$ cat config.mk
export PLATFORM = sky130hd
export DESIGN_NAME = mem_port_arbiter_flat
export DESIGN_NICKNAME = d
export VERILOG_FILES = /design/src/rtl/mem_port_arbiter_pkg.sv /design/src/rtl/mem_port_arbiter_if.sv /design/src/rtl/mem_port_arbiter_rd_tag_pipe.sv /design/src/rtl/mem_port_arbiter.sv /design/src/flat_wrapper.sv
export SDC_FILE = /design/constraint.sdc
export NUM_CORES = 1
export LEC_CHECK = 0
export ABC_AREA = 1
export CAP_MARGIN = 20
export CELL_PAD_IN_SITES_DETAIL_PLACEMENT = 1
export CELL_PAD_IN_SITES_GLOBAL_PLACEMENT = 2
export CORE_MARGIN = 4
export CORE_UTILIZATION = 13
export DETAILED_ROUTE_END_ITERATION = 16
export HOLD_SLACK_MARGIN = 0.05
export PLACE_DENSITY = 0.79
export RECOVER_POWER = 25
export SLEW_MARGIN = 20
export SYNTH_ARGS = -nofsm -noshare
export SYNTH_HDL_FRONTEND = slang
export SYNTH_HIERARCHICAL = 1
export SYNTH_SLANG_ARGS = --single-unit
$ cat constraint.sdc
create_clock -name Clock -period 1.8 [get_ports Clock]
set_clock_uncertainty 0.1 [all_clocks]
set_input_delay 0.45 -clock Clock [delete_from_list [all_inputs] [get_ports Clock]]
set_output_delay 0.45 -clock Clock [all_outputs]
set_load 0.01 [all_outputs]
$ cat src/rtl/mem_port_arbiter_pkg.sv
// Shared types and constants for the accumulator data-memory port arbiter.
package mem_port_arbiter_pkg;

  localparam int unsigned ADDR_W_DEF    = 6;
  localparam int unsigned DATA_W_DEF    = 16;
  localparam int unsigned RD_LAT_DEF    = 2;
  localparam int unsigned MAX_BURST_DEF = 8;

  // Burst counter is wide enough for MAX_BURST up to 255.
  localparam int unsigned BURST_CNT_W = 8;

  localparam logic [1:0] ST_IDLE  = 2'd0;
  localparam logic [1:0] ST_OWN_A = 2'd1;
  localparam logic [1:0] ST_OWN_B = 2'd2;

  typedef enum logic [1:0] {
    IDLE  = ST_IDLE,
    OWN_A = ST_OWN_A,
    OWN_B = ST_OWN_B
  } arb_state_e;

  localparam logic OWNER_A = 1'b0;
  localparam logic OWNER_B = 1'b1;

  // One entry of the in-flight read tracker.
  typedef struct packed {
    logic valid;
    logic owner;
  } rd_tag_t;

endpackage

$ cat src/rtl/mem_port_arbiter_if.sv
// Bundle of both requester ports plus the memory pins of the arbiter.
interface mem_port_arbiter_if #(
  parameter int unsigned ADDR_W = mem_port_arbiter_pkg::ADDR_W_DEF,
  parameter int unsigned DATA_W = mem_port_arbiter_pkg::DATA_W_DEF
);

  logic              ReqA;
  logic              LockA;
  logic [ADDR_W-1:0] AddrA;
  logic              WeA;
  logic [DATA_W-1:0] WDataA;
  logic              GntA;
  logic              RValidA;

  logic              ReqB;
  logic              LockB;
  logic [ADDR_W-1:0] AddrB;
  logic              WeB;
  logic [DATA_W-1:0] WDataB;
  logic              GntB;
  logic              RValidB;

  logic [ADDR_W-1:0] Mem_Address;
  logic              Mem_ReadEnable;
  logic              Mem_WriteEnable;
  logic [DATA_W-1:0] Mem_WData;
  logic [DATA_W-1:0] Mem_RData;
  logic [DATA_W-1:0] RData;
  logic              Busy;

  // Arbiter side.
  modport slave (
    input  ReqA, LockA, AddrA, WeA, WDataA,
    input  ReqB, LockB, AddrB, WeB, WDataB,
    input  Mem_RData,
    output GntA, RValidA, GntB, RValidB,
    output Mem_Address, Mem_ReadEnable, Mem_WriteEnable, Mem_WData,
    output RData, Busy
  );

  // Requester / memory side.
  modport master (
    output ReqA, LockA, AddrA, WeA, WDataA,
    output ReqB, LockB, AddrB, WeB, WDataB,
    output Mem_RData,
    input  GntA, RValidA, GntB, RValidB,
    input  Mem_Address, Mem_ReadEnable, Mem_WriteEnable, Mem_WData,
    input  RData, Busy
  );

endinterface

$ cat src/rtl/mem_port_arbiter_rd_tag_pipe.sv
// RD_LAT-deep {valid, owner} shift register routing read returns to their issuer.
module mem_rd_tag_pipe
  import mem_port_arbiter_pkg::*;
#(
  parameter int unsigned RD_LAT = RD_LAT_DEF
) (
  input  logic Clock,
  input  logic Reset,
  input  logic issue_rd,
  input  logic issue_owner,
  output logic RValidA,
  output logic RValidB,
  output logic busy
);

  rd_tag_t [RD_LAT-1:0] pipe_q;

  // Shift tags; reset drops every in-flight read so it never returns.
  always_ff @(posedge Clock or negedge Reset) begin
    if (!Reset) begin
      pipe_q <= '0;
    end else begin
      pipe_q[0].valid <= issue_rd;
      pipe_q[0].owner <= issue_owner;
      for (int i = 1; i < int'(RD_LAT); i++) begin
        pipe_q[i] <= pipe_q[i-1];
      end
    end
  end

  // Steer the final stage to the owning port and flag any read in flight.
  always_comb begin
    busy    = 1'b0;
    RValidA = pipe_q[RD_LAT-1].valid & (pipe_q[RD_LAT-1].owner == OWNER_A);
    RValidB = pipe_q[RD_LAT-1].valid & (pipe_q[RD_LAT-1].owner == OWNER_B);
    for (int i = 0; i < int'(RD_LAT); i++) begin
      busy = busy | pipe_q[i].valid;
    end
  end

endmodule

$ cat src/rtl/mem_port_arbiter.sv
// Two-port arbiter for the single-port accumulator data memory.
// Port A: accumulation sequencer; port B: host loader/readback.
// Build option MEMARB_FIXED_PRIO_EN: A always wins in IDLE and only B is
// burst-limited; otherwise round-robin with a burst limit on both ports.
module mem_port_arbiter
  import mem_port_arbiter_pkg::*;
#(
  parameter int unsigned ADDR_W    = ADDR_W_DEF,
  parameter int unsigned DATA_W    = DATA_W_DEF,
  parameter int unsigned RD_LAT    = RD_LAT_DEF,
  parameter int unsigned MAX_BURST = MAX_BURST_DEF
) (
  input logic              Clock,
  input logic              Reset,
  mem_port_arbiter_if.slave bus
);

  arb_state_e             state_q, state_d;
  logic [BURST_CNT_W-1:0] burst_q, burst_d, burst_inc;
  logic                   own_a, own_b;
  logic                   issue_a, issue_b;
  logic                   at_limit;
  logic                   favour_b;
  logic                   limit_a_en;
  logic                   tag_busy;
  logic                   issue_owner;

  logic [ADDR_W-1:0]      mem_addr_c;
  logic [DATA_W-1:0]      mem_wdata_c;
  logic                   mem_re_c, mem_we_c;

  assign own_a   = (state_q == OWN_A);
  assign own_b   = (state_q == OWN_B);
  assign issue_a = own_a & bus.ReqA;
  assign issue_b = own_b & bus.ReqB;

  // Saturating so a long uncontended burst cannot wrap past the limit.
  assign burst_inc = ((issue_a | issue_b) && (burst_q != '1)) ? burst_q + BURST_CNT_W'(1)
                                                              : burst_q;
  assign at_limit  = (burst_inc >= BURST_CNT_W'(MAX_BURST));

`ifdef MEMARB_FIXED_PRIO_EN
  assign favour_b   = 1'b0;
  assign limit_a_en = 1'b0;
`else
  logic rr_q, rr_d;

  assign favour_b   = (rr_q == OWNER_B);
  assign limit_a_en = 1'b1;

  // Round-robin pointer register; starts favouring A.
  always_ff @(posedge Clock or negedge Reset) begin
    if (!Reset) begin
      rr_q <= OWNER_A;
    end else begin
      rr_q <= rr_d;
    end
  end

  // Leaving an OWN state is always a release: favour the other port next.
  always_comb begin
    rr_d = rr_q;
    if (own_a && (state_d != OWN_A)) begin
      rr_d = OWNER_B;
    end else if (own_b && (state_d != OWN_B)) begin
      rr_d = OWNER_A;
    end
  end
`endif

  // Ownership state and burst counter registers.
  always_ff @(posedge Clock or negedge Reset) begin
    if (!Reset) begin
      state_q <= IDLE;
      burst_q <= '0;
    end else begin
      state_q <= state_d;
      burst_q <= burst_d;
    end
  end

  // Next ownership: grant from IDLE, release on drop or burst limit unless locked.
  always_comb begin
    state_d = state_q;
    burst_d = burst_inc;
    unique case (state_q)
      IDLE: begin
        if (bus.ReqA && (!bus.ReqB || !favour_b)) begin
          state_d = OWN_A;
        end else if (bus.ReqB) begin
          state_d = OWN_B;
        end
      end
      OWN_A: begin
        if (!bus.LockA && (!bus.ReqA || (limit_a_en && at_limit && bus.ReqB))) begin
          state_d = bus.ReqB ? OWN_B : IDLE;
        end
      end
      OWN_B: begin
        if (!bus.LockB && (!bus.ReqB || (at_limit && bus.ReqA))) begin
          state_d = bus.ReqA ? OWN_A : IDLE;
        end
      end
      default: begin
        state_d = IDLE;
      end
    endcase
    if (state_d != state_q) begin
      burst_d = '0;
    end
  end

  // Memory pins follow the issuing owner; idle cycles drive zeros.
  always_comb begin
    mem_addr_c  = '0;
    mem_wdata_c = '0;
    mem_re_c    = 1'b0;
    mem_we_c    = 1'b0;
    if (issue_a) begin
      mem_addr_c  = bus.AddrA;
      mem_wdata_c = bus.WDataA;
      mem_re_c    = ~bus.WeA;
      mem_we_c    = bus.WeA;
    end else if (issue_b) begin
      mem_addr_c  = bus.AddrB;
      mem_wdata_c = bus.WDataB;
      mem_re_c    = ~bus.WeB;
      mem_we_c    = bus.WeB;
    end
  end

  assign issue_owner         = issue_b ? OWNER_B : OWNER_A;

  assign bus.Mem_Address     = mem_addr_c;
  assign bus.Mem_WData       = mem_wdata_c;
  assign bus.Mem_ReadEnable  = mem_re_c;
  assign bus.Mem_WriteEnable = mem_we_c;
  assign bus.RData           = bus.Mem_RData;
  assign bus.GntA            = own_a;
  assign bus.GntB            = own_b;
  assign bus.Busy            = (state_q != IDLE) | tag_busy;

  mem_rd_tag_pipe #(
    .RD_LAT (RD_LAT)
  ) u_rd_tag_pipe (
    .Clock       (Clock),
    .Reset       (Reset),
    .issue_rd    (mem_re_c),
    .issue_owner (issue_owner),
    .RValidA     (bus.RValidA),
    .RValidB     (bus.RValidB),
    .busy        (tag_busy)
  );

endmodule

$ cat src/flat_wrapper.sv
// flat-port wrapper written by rule: the top's interface ports become plain ports
module mem_port_arbiter_flat import mem_port_arbiter_pkg::*;
#(
  parameter int unsigned ADDR_W    = ADDR_W_DEF,
  parameter int unsigned DATA_W    = DATA_W_DEF,
  parameter int unsigned RD_LAT    = RD_LAT_DEF,
  parameter int unsigned MAX_BURST = MAX_BURST_DEF
)
  (Clock, Reset, bus_ReqA, bus_LockA, bus_AddrA, bus_WeA, bus_WDataA, bus_ReqB, bus_LockB, bus_AddrB, bus_WeB, bus_WDataB, bus_Mem_RData, bus_GntA, bus_RValidA, bus_GntB, bus_RValidB, bus_Mem_Address, bus_Mem_ReadEnable, bus_Mem_WriteEnable, bus_Mem_WData, bus_RData, bus_Busy);
  mem_port_arbiter_if #(.ADDR_W(ADDR_W), .DATA_W(DATA_W)) bus_i ();
  input logic Clock;
  input logic Reset;
  input wire logic [$bits(bus_i.ReqA)-1:0] bus_ReqA;
  input wire logic [$bits(bus_i.LockA)-1:0] bus_LockA;
  input wire logic [$bits(bus_i.AddrA)-1:0] bus_AddrA;
  input wire logic [$bits(bus_i.WeA)-1:0] bus_WeA;
  input wire logic [$bits(bus_i.WDataA)-1:0] bus_WDataA;
  input wire logic [$bits(bus_i.ReqB)-1:0] bus_ReqB;
  input wire logic [$bits(bus_i.LockB)-1:0] bus_LockB;
  input wire logic [$bits(bus_i.AddrB)-1:0] bus_AddrB;
  input wire logic [$bits(bus_i.WeB)-1:0] bus_WeB;
  input wire logic [$bits(bus_i.WDataB)-1:0] bus_WDataB;
  input wire logic [$bits(bus_i.Mem_RData)-1:0] bus_Mem_RData;
  output wire logic [$bits(bus_i.GntA)-1:0] bus_GntA;
  output wire logic [$bits(bus_i.RValidA)-1:0] bus_RValidA;
  output wire logic [$bits(bus_i.GntB)-1:0] bus_GntB;
  output wire logic [$bits(bus_i.RValidB)-1:0] bus_RValidB;
  output wire logic [$bits(bus_i.Mem_Address)-1:0] bus_Mem_Address;
  output wire logic [$bits(bus_i.Mem_ReadEnable)-1:0] bus_Mem_ReadEnable;
  output wire logic [$bits(bus_i.Mem_WriteEnable)-1:0] bus_Mem_WriteEnable;
  output wire logic [$bits(bus_i.Mem_WData)-1:0] bus_Mem_WData;
  output wire logic [$bits(bus_i.RData)-1:0] bus_RData;
  output wire logic [$bits(bus_i.Busy)-1:0] bus_Busy;
  assign bus_i.ReqA = bus_ReqA;
  assign bus_i.LockA = bus_LockA;
  assign bus_i.AddrA = bus_AddrA;
  assign bus_i.WeA = bus_WeA;
  assign bus_i.WDataA = bus_WDataA;
  assign bus_i.ReqB = bus_ReqB;
  assign bus_i.LockB = bus_LockB;
  assign bus_i.AddrB = bus_AddrB;
  assign bus_i.WeB = bus_WeB;
  assign bus_i.WDataB = bus_WDataB;
  assign bus_i.Mem_RData = bus_Mem_RData;
  assign bus_GntA = bus_i.GntA;
  assign bus_RValidA = bus_i.RValidA;
  assign bus_GntB = bus_i.GntB;
  assign bus_RValidB = bus_i.RValidB;
  assign bus_Mem_Address = bus_i.Mem_Address;
  assign bus_Mem_ReadEnable = bus_i.Mem_ReadEnable;
  assign bus_Mem_WriteEnable = bus_i.Mem_WriteEnable;
  assign bus_Mem_WData = bus_i.Mem_WData;
  assign bus_RData = bus_i.RData;
  assign bus_Busy = bus_i.Busy;
  mem_port_arbiter #(.ADDR_W(ADDR_W), .DATA_W(DATA_W), .RD_LAT(RD_LAT), .MAX_BURST(MAX_BURST)) u_core (.Clock(Clock), .Reset(Reset), .bus(bus_i));
endmodule
## After elaboration in Yosys (flattened, before gate mapping)

Index checks and enable logic that the tools add are counted.

- Latch bits: 0
- Word-level logic and storage cells: 64
- Memory bits (writable): 0
- ROM bits: 0
- Input port bits: 68
- Memories: 0
- Bits in registers: 15

- Multiplexer cells: 20
- $add $sub $neg: 1
- Equal/unequal tests: 6
- Reduce and logical (&&, ||, !) cells: 19
- Magnitude comparators: 1
- Shifts and indexed selects: 0
- $mul: 0
- Bitwise logic cells: 10
- Divide/modulo/power cells: 0

Operator list:

| kind | count |
|---|---|
| two-way mux 16 bit | 2 |
| two-way mux 8 bit | 2 |
| two-way mux 6 bit | 2 |
| two-way mux 2 bit | 5 |
| adder 8 x 1 -> 8 bit, second input constant | 1 |
| greater-or-equal comparator 8 x 4 -> 1 bit, second input constant | 1 |
| logical AND 1 bit | 8 |
| two-way mux 1 bit | 8 |
| != test 8 bit, second input constant | 1 |
| one-hot mux 2 bit (3 select lines) | 1 |
| zero test 1 bit | 5 |
| AND 1 bit | 4 |
| nonzero test 2 bit | 2 |
| logical OR 1 bit | 3 |
| inverter 1 bit | 3 |
| OR 1 bit | 3 |
| equality test 2 x 1 -> 1 bit, second input constant | 1 |
| equality test 2 bit, second input constant | 1 |
| zero test 2 bit | 1 |
| != test 2 x 1 -> 1 bit, second input constant | 1 |
| != test 2 bit | 1 |
| != test 2 bit, second input constant | 1 |

## Longest topological paths before layout

Gate-level depths: netlist of the first run.

- Word-level depth: 15
- Mapped depth: 18
- Mapped depth without buffers: 18

## By module

The synthesis of the first run kept the hierarchy.

Modules (own cells, without submodules):

| module | seq. area each (um2) | cells an instance | times used | area an instance (um2) |
|---|---|---|---|---|
| mem_port_arbiter | 275.3 | 215 | 1 | 1275.0 |
| mem_rd_tag_pipe | 100.1 | 10 | 1 | 125.1 |

## Worst setup path after synthesis of the first run

Ideal clock, no wire load.

- Kind: flip-flop to flip-flop
- From: register u_core.burst_q[0]
- To: register u_core.burst_q[1]
- Library setup time: 0.120 ns
- Buffers on the path: 0
- Data arrival time: 1.763 ns
- Clock period less this slack: 1.983 ns
- Data required time: 1.580 ns
- Slack: -0.183 ns
- Stages on the path, launching flop included: 19
- Path through: dfrtp_1 ha_1 nand2_2 nor2_4 nand2_2 nand2_4 inv_4 nand2_2 nand2_2 nor2_2 nand2_1 nand2_1 nand2_1 nand2_1 nand2_2 nand4_1 nand2_1 nand2_4 nor2_2

- Longest elaborated chain between the ends: 11
- Elaborated cells between the ends (all ways): 16
- Classes of those cells: add/sub: 1; order compare: 1; eq/ne: 2; mux: 5; reduce/logical: 7

RTL lines:

| item | RTL line | RTL |
|---|---|---|
| start: declaration | mem_port_arbiter.sv:19 | `logic [BURST_CNT_W-1:0] burst_q, burst_d, burst_inc;` |
| start signal: assignment | mem_port_arbiter.sv:78 | `burst_q <= burst_d;` |
| parallel branches: the longest is 2 deep, another holds adder 8 x 1 -> 8 bit | - |  |
| two-way mux 8 bit * | mem_port_arbiter.sv:38 | `assign burst_inc = ((issue_a \| issue_b) && (burst_q != '1)) ? burst_q + BURST_CNT_W'(1)` |
| greater-or-equal comparator 8 x 4 -> 1 bit | mem_port_arbiter.sv:40 | `assign at_limit = (burst_inc >= BURST_CNT_W'(MAX_BURST));` |
| logical AND 1 bit, on equally long branches | mem_port_arbiter.sv:100, mem_port_arbiter.sv:95 |  |
| logical OR 1 bit, on equally long branches | mem_port_arbiter.sv:100, mem_port_arbiter.sv:95 |  |
| logical AND 1 bit, on equally long branches | mem_port_arbiter.sv:100, mem_port_arbiter.sv:95 |  |
| two-way mux 2 bit, on equally long branches | mem_port_arbiter.sv:100, mem_port_arbiter.sv:95 |  |
| one-hot mux 2 bit (3 select lines) | mem_port_arbiter.sv:86 | `unique case (state_q)` |
| != test 2 bit | mem_port_arbiter.sv:108 | `if (state_d != state_q) begin` |
| two-way mux 8 bit * | mem_port_arbiter.sv:108 |  |
| net u_core.burst_d[1] | mem_port_arbiter.sv:19 |  |

Mark *: on every way through the listed nets, which the timed path passes.
A chain may end at the register's enable or synchronous reset.

## Final worst setup path of the first run

- From: register u_core.burst_q[0]
- To: register u_core.burst_q[0]

Same word-level chain as after synthesis.

==> metrics.cfg, run 1 <==
[pwr]
leakagePower_nw = 1.47
switchingPower_w = 0.00116
ir_drop_v = 0.000301
switching_share_pct = 43.2
internal_power_w = 0.00153
power_density_nw_per_um2 = 942
clkPwrFrac_pct = 10.2
comb_power_share_pct = 72.4
p_seq_share_pct = 17.4

[placed_design]
place.gp.congestion = 0.769
place_area_sq_um = 2500
place.detailed.hpwl_um = 4280
dp_worst_setup_slack_ns = -0.955
io_buffers = 80

[layout]
layout.nets = 409
utilization_pct = 27.5
area_delta_synth_final_pct = 104
multi_input_area_sq_um = 973
fillers = 1294
layout_common_cells = nand2_1, clkdlybuf4s50_1, buf_4
seqCellArea_sq_um = 375
diodes = 0
fin_area_sq_um = 2860
drive_above_1_share_pct = 45.4
final_common_cell = nand2_1

[route]
drt-vias-per-instance = 3.81
wl_per_cell_um = 11.5
vias = 1812
ant_nets = 0
first_pass_iters = 3
drt_iter0_markers = 53
drc = 0
wl_um = 5460

[clock_network]
cts_buffers = 3
cts.clk_slew.worst_paths_ns = 0.06
clk-insertion-delay-late_ns = 0.25
htree_levels = 1
cts_tree = done
postCtsHoldBufs = 0
cts_root_buf = clkbuf_8
cts_buffer_depth = 2
clock_sinks = 15

[setup_path]
startpoint_type = flip-flop
path_class = reg2reg
critPathArrivalTime_ns = 2.27
critPathRequiredTime_ns = 1.88
path_max_fanout = 8
endpoint_kind = flip-flop

[logic_synthesis]
synth-edff-count = 0
ys_async_sr_fraction_pct = 100
synth.area.top_cells = nand2_1, dfrtp_1, buf_4
yosys.area.top_type = nand2_1
synth_top_area_share_pct = 27.1
synth_cell_types = 25
synth_nets = 294
synth_flop_cell = dfrtp_1
syn_area_per_cell_sq_um = 6.22
ys_ff_latch = 15
synth_area_sq_um = 1400
syn_inst = 225
yosysSeqAreaShare_pct = 26.8
synth_warnings = 6

[global_routing]
track_usage_pct = 8.13
grt_max_degree = 23
grt_pass1_vias = 1891
overflow = 0
grt_pass1_wl_um = 8530
antenna_found_initial = 0

[run_status]
run_status = complete, but fails checks
violations = negative setup slack

[floorplan]
core_sq_um = 10400
die_x_um = 112
die_area_sq_um = 12500
die-height_um = 112
start_util_pct = 13.4
io_pins = 113
row_count = 37

[hold_path]
min_path_type = reg2reg

[timing]
holdWs_ns = 0.247
slew-limit-headroom_pct = 41.6
hold_viol = 0
drv_slew = 0
tightest_slew_ns = 0.877
finalSetupViolations = 35
period_share_pct = 122
post-route-min-period_ns = 2.19
fmax_ghz = 0.457
rsz0062_at_grt = true
fin_ws_ns = -0.389
fin_setup_tns_ns = -9.50

[job]
maxCapViolations = 0

[final cells by class]
| cell class | count | share of cell area [%] |
|---|---|---|
| repair buffers | 130 | 41.9 |
| inverters | 25 | 3.46 |
| multi-input cells | 165 | 34.0 |
| clock buffers | 4 | 1.57 |
| well taps | 136 | 5.95 |
| flip-flops and latches | 15 | 13.1 |
[flip-flops by register name, summed over array words and instances (netlist names)]
register	count
u_core/burst_q	8
u_core/u_rd_tag_pipe/pipe_q	4
u_core/state_q	2
u_core/favour_b	1
[final timing paths]
kind                                                             to                                      from  slack [ns]  depth (start not counted)
setup / recovery                        u_core/burst_q[0]$_DFF_PN0_               u_core/burst_q[0]$_DFF_PN0_       -0.39                         16
hold / removal             u_core/u_rd_tag_pipe/pipe_q[2]$_DFF_PN0_  u_core/u_rd_tag_pipe/pipe_q[0]$_DFF_PN0_        0.25                          0
hold reg to reg            u_core/u_rd_tag_pipe/pipe_q[2]$_DFF_PN0_  u_core/u_rd_tag_pipe/pipe_q[0]$_DFF_PN0_        0.25                          0
setup reg to reg                        u_core/burst_q[0]$_DFF_PN0_               u_core/burst_q[0]$_DFF_PN0_       -0.39                         16
min in group asynchronous               u_core/burst_q[7]$_DFF_PN0_                                     Reset        0.74                          2
max in group asynchronous               u_core/burst_q[0]$_DFF_PN0_                                     Reset        0.32                          2
[Yosys cell counts (3+ instances only)]
master    count
nand4_1       4
dfrtp_1      15
inv_1        19
inv_2         5
nand2_2       8
nand3_1       6
a21oi_1       5
o21ai_0       3
buf_4        16
nand2_4       4
clkbuf_1      4
nor2_2       13
nand2_1     101
nor2_1        9
nand3_2       3
[power groups by stage]
stage / registers [W] / clock network, W / logic [W]
after detailed placement: 0.000472 / 0 / 0.00166
after floorplan: 0.000467 / 0 / 0.000778
final: 0.000469 / 0.000275 / 0.00195
after global placement: 0.000469 / 0 / 0.00164
after global routing: 0.000476 / 0.000304 / 0.00213
after CTS: 0.000468 / 0.000285 / 0.00171
[kinds of logic (layout without fill, tap and decap cells)]
family          Yosys count  in the layout  share of synthesized area [%]
xor+xnor                  2              2                           1.25
compound gates           10             10                           3.84
flops                    15             15                           26.8
simple gates            151            151                           50.0
mux                       1              1                          0.715
buf+inv                  45            159                           16.5
fa+ha+maj                 1              1                          0.894
[routing by layer]
metal	share of wire, %	wire, um	up-vias	track usage (%)
li1	-	-	892	-
met1	35	1900	836	8.45
met2	52	2860	71	14.7
met3	11	585	13	2.88
met4	2.2	119	0	3.49
met5	0	0	-	0
[what timing repair did]
action                     in CTS  in global routing
setup buffers                   8                 10
cloned                          0                  1
pin swaps                      17                 20
setup endpoints to repair      40                 37
resized for setup              92                 76
[through the flow]
step	total power [W]	std cells
3_3_place_gp	0.00211	452
3_5_place_dp	0.00214	452
2_1_floorplan	0.00124	225
5_1_grt	0.00291	475
4_1_cts	0.00246	464
6_report	0.00270	475
[critical path, stage by stage, from the launching register on]
cell and delay (ns):
dfrtp_1 0.40, ha_4 0.18, nand2_4 0.05, nor2_4 0.11, buf_6 0.11, nand4_1 0.10
nand2_2 0.09, nand2_2 0.06, nor2_2 0.13, nand2_2 0.09, nand2_2 0.07, nand2_2 0.05
nand4_1 0.09, nand2_1 0.08, nor2_2 0.16, nand2_4 0.14, nor2_2 0.11
No activity file was read; power rests on OpenSTA's default activity.
==> run 2, diff against run 1 <==
--- a/config.mk
+++ b/config.mk
@@ -6,7 +6,6 @@
 export NUM_CORES = 1
 export LEC_CHECK = 0
 export ABC_AREA = 1
-export CAP_MARGIN = 20
 export CELL_PAD_IN_SITES_DETAIL_PLACEMENT = 1
 export CELL_PAD_IN_SITES_GLOBAL_PLACEMENT = 2
 export CORE_MARGIN = 4
==> constraint.sdc (replaced) <==
create_clock -name Clock -period 2 [get_ports Clock]
set_clock_uncertainty 0.1 [all_clocks]
set_input_delay 0.5 -clock Clock [delete_from_list [all_inputs] [get_ports Clock]]
set_output_delay 0.5 -clock Clock [all_outputs]
set_load 0.01 [all_outputs]
==> metrics.cfg, run 2 (synthesis results as in run 1) <==
[run_status]
run_status = complete, but fails checks
violations = negative setup slack

[timing]
period_share_pct = 109  ; -13 points
drv_slew = 0  ; unchanged
fmax_ghz = 0.460  ; +0.62%
tightest_slew_ns = 0.923  ; +0.0461 ns
hold_viol = 0  ; unchanged
finalSetupViolations = 23  ; -34%
rsz0062_at_grt = true
fin_ws_ns = -0.176  ; +0.213 ns
holdWs_ns = 0.250  ; +0.00299 ns
slew-limit-headroom_pct = 38.5  ; -3.1 points
post-route-min-period_ns = 2.18  ; -0.0135 ns

[setup_path]
path_class = reg2reg
endpoint_kind = flip-flop
crit_start = u_core/burst_q[1]$_DFF_PN0_
critPathArrivalTime_ns = 2.22  ; -0.05 ns
r2r-start = u_core/burst_q[1]$_DFF_PN0_
path_max_fanout = 8  ; unchanged
critPathRequiredTime_ns = 2.04  ; +0.16 ns
startpoint_type = flip-flop

[clock_network]
cts_root_buf = clkbuf_8
clock_sinks = 15  ; unchanged
cts_buffer_depth = 2  ; unchanged
clk-insertion-delay-late_ns = 0.25  ; about the same
htree_levels = 1  ; unchanged
cts_tree = done
cts_buffers = 3  ; unchanged
cts.clk_slew.worst_paths_ns = 0.06  ; about the same

[floorplan]
die-height_um = 112  ; unchanged
start_util_pct = 13.4  ; unchanged
die_x_um = 112  ; unchanged
core_sq_um = 10400  ; unchanged
io_pins = 113  ; unchanged
row_count = 37  ; unchanged
die_area_sq_um = 12500  ; unchanged

[layout]
area_delta_synth_final_pct = 91.4
reg_top3 = u_core/burst_q: 8 flops, u_core/u_rd_tag_pipe/pipe_q: 4 flops, u_core/state_q: 2 flops
layout.nets = 401  ; -2.0%
diodes = 0  ; unchanged
utilization_pct = 25.7  ; -1.7 points
drive_above_1_share_pct = 36.3  ; -9.2 points
multi_input_area_sq_um = 871  ; -11%
fillers = 1285  ; -0.70%
final_common_cell = nand2_1
seqCellArea_sq_um = 375  ; unchanged
layout_common_cells = nand2_1, clkdlybuf4s50_1, buf_4
largest_register = u_core/burst_q
fin_area_sq_um = 2680  ; -6.3%
largest_reg_flops = 8  ; unchanged

[route]
wl_per_cell_um = 11.4  ; -1.2%
drc = 0  ; unchanged
ant_nets = 0  ; unchanged
drt-vias-per-instance = 3.80  ; -0.48%
drt_iter0_markers = 56  ; +5.7%
first_pass_iters = 3  ; unchanged
wl_um = 5310  ; -2.9%
vias = 1773  ; -2.2%

[placed_design]
place.gp.congestion = 0.815  ; +6.0%
io_buffers = 80  ; unchanged
place.detailed.hpwl_um = 4320  ; +0.84%
place_area_sq_um = 2480  ; -0.70%
dp_worst_setup_slack_ns = -0.752  ; +0.203 ns

[pwr]
power_density_nw_per_um2 = 830  ; -12%
leakagePower_nw = 1.33  ; -9.4%
power_w = 0.00222  ; -17%
ir_drop_v = 0.000262  ; -13%

[job]
maxCapViolations = 0  ; unchanged

[global_routing]
track_usage_pct = 8.25  ; +0.12 points
grt_pass1_wl_um = 8510  ; -0.16%
overflow = 0  ; unchanged
grt_max_degree = 24  ; +4.3%
antenna_found_initial = 0  ; unchanged
grt_pass1_vias = 1879  ; -0.63%

[hold_path]
min_path_type = reg2reg
worstHoldStart = u_core/u_rd_tag_pipe/pipe_q[0]$_DFF_PN0_

-- run 2: cell types whose count changed in the layout (fill, tap and decap cells not counted), moves of 4 or more --
cell             delta
nand2_4            -10
clkdlybuf4s15_2     +6
nand2_1            +24
buf_4               -4
nand2_2            -14
buf_6              -12
-- run 2: worst paths after layout --
path,endpoint,slack [ns],depth (start not counted)
min in group asynchronous,u_core/burst_q[0]$_DFF_PN0_,0.80,2
setup reg to reg,u_core/burst_q[2]$_DFF_PN0_,-0.18,18
hold / removal,u_core/u_rd_tag_pipe/pipe_q[2]$_DFF_PN0_,0.25,0
hold reg to reg,u_core/u_rd_tag_pipe/pipe_q[2]$_DFF_PN0_,0.25,0
max in group asynchronous,u_core/burst_q[6]$_DFF_PN0_,0.43,2
setup / recovery,u_core/burst_q[2]$_DFF_PN0_,-0.18,18
-- run 2: area by class of cell --
cell class	count	share of cell area (%)
tap	136	6.35
sequential	15	14.0
timing repair buffer	122	41.7
inverter	25	3.69
multi-input combinational	165	32.5
clock buffer	3	1.54
clock inverter	1	0.187
-- run 2: power breakdown --
part           internal [W]  leakage (nW)  total, W  switching (W)
combinational      0.000748          1.10   0.00155       0.000799
sequential         0.000368         0.202  0.000432      0.0000633
clock              0.000138        0.0255  0.000247       0.000109
total               0.00125          1.33   0.00222       0.000971
-- run 2: per-stage QoR --
step / setup TNS (ns) / instances
after global placement: -24.42 / 450
after CTS: -3.46 / 460
final: -2.55 / 467
after floorplan: 0 / 225
after global routing: -7.25 / 467
after detailed placement: -24.87 / 450
-- run 2: metal layers --
layer / track usage [%] / vias to the layer above / share of wire (%)
met1: 8.21 / 810 / 36
met3: 2.99 / 13 / 10
li1: - / 875 / -
met2: 15.3 / 75 / 51
met4: 3.65 / 0 / 2.7
met5: 0 / - / 0
-- run 2: critical path, stage by stage (launching register included) --
cell and delay, ns:
dfrtp_1 0.42, ha_4 0.18, nand2_4 0.06, nor2_4 0.11, nand2_2 0.09, nand2_4 0.11
inv_4 0.05, nand2_2 0.07, nand2_2 0.06, nor2_2 0.11, nand2_2 0.08, nand2_1 0.06
nand2_1 0.07, nand2_1 0.08, nand2_2 0.07, nand4_1 0.07, nand2_1 0.08, nand2_4 0.15
nor2_2 0.05
-- run 2: repair_timing --
item | CTS | global route
cloned | 1 | 0
hold buffers | 0 | 0
buffers inserted | 5 | 8
gates resized for setup | 101 | 20
pin swaps | 4 | 10
endpoints found under the setup margin | 38 | 38
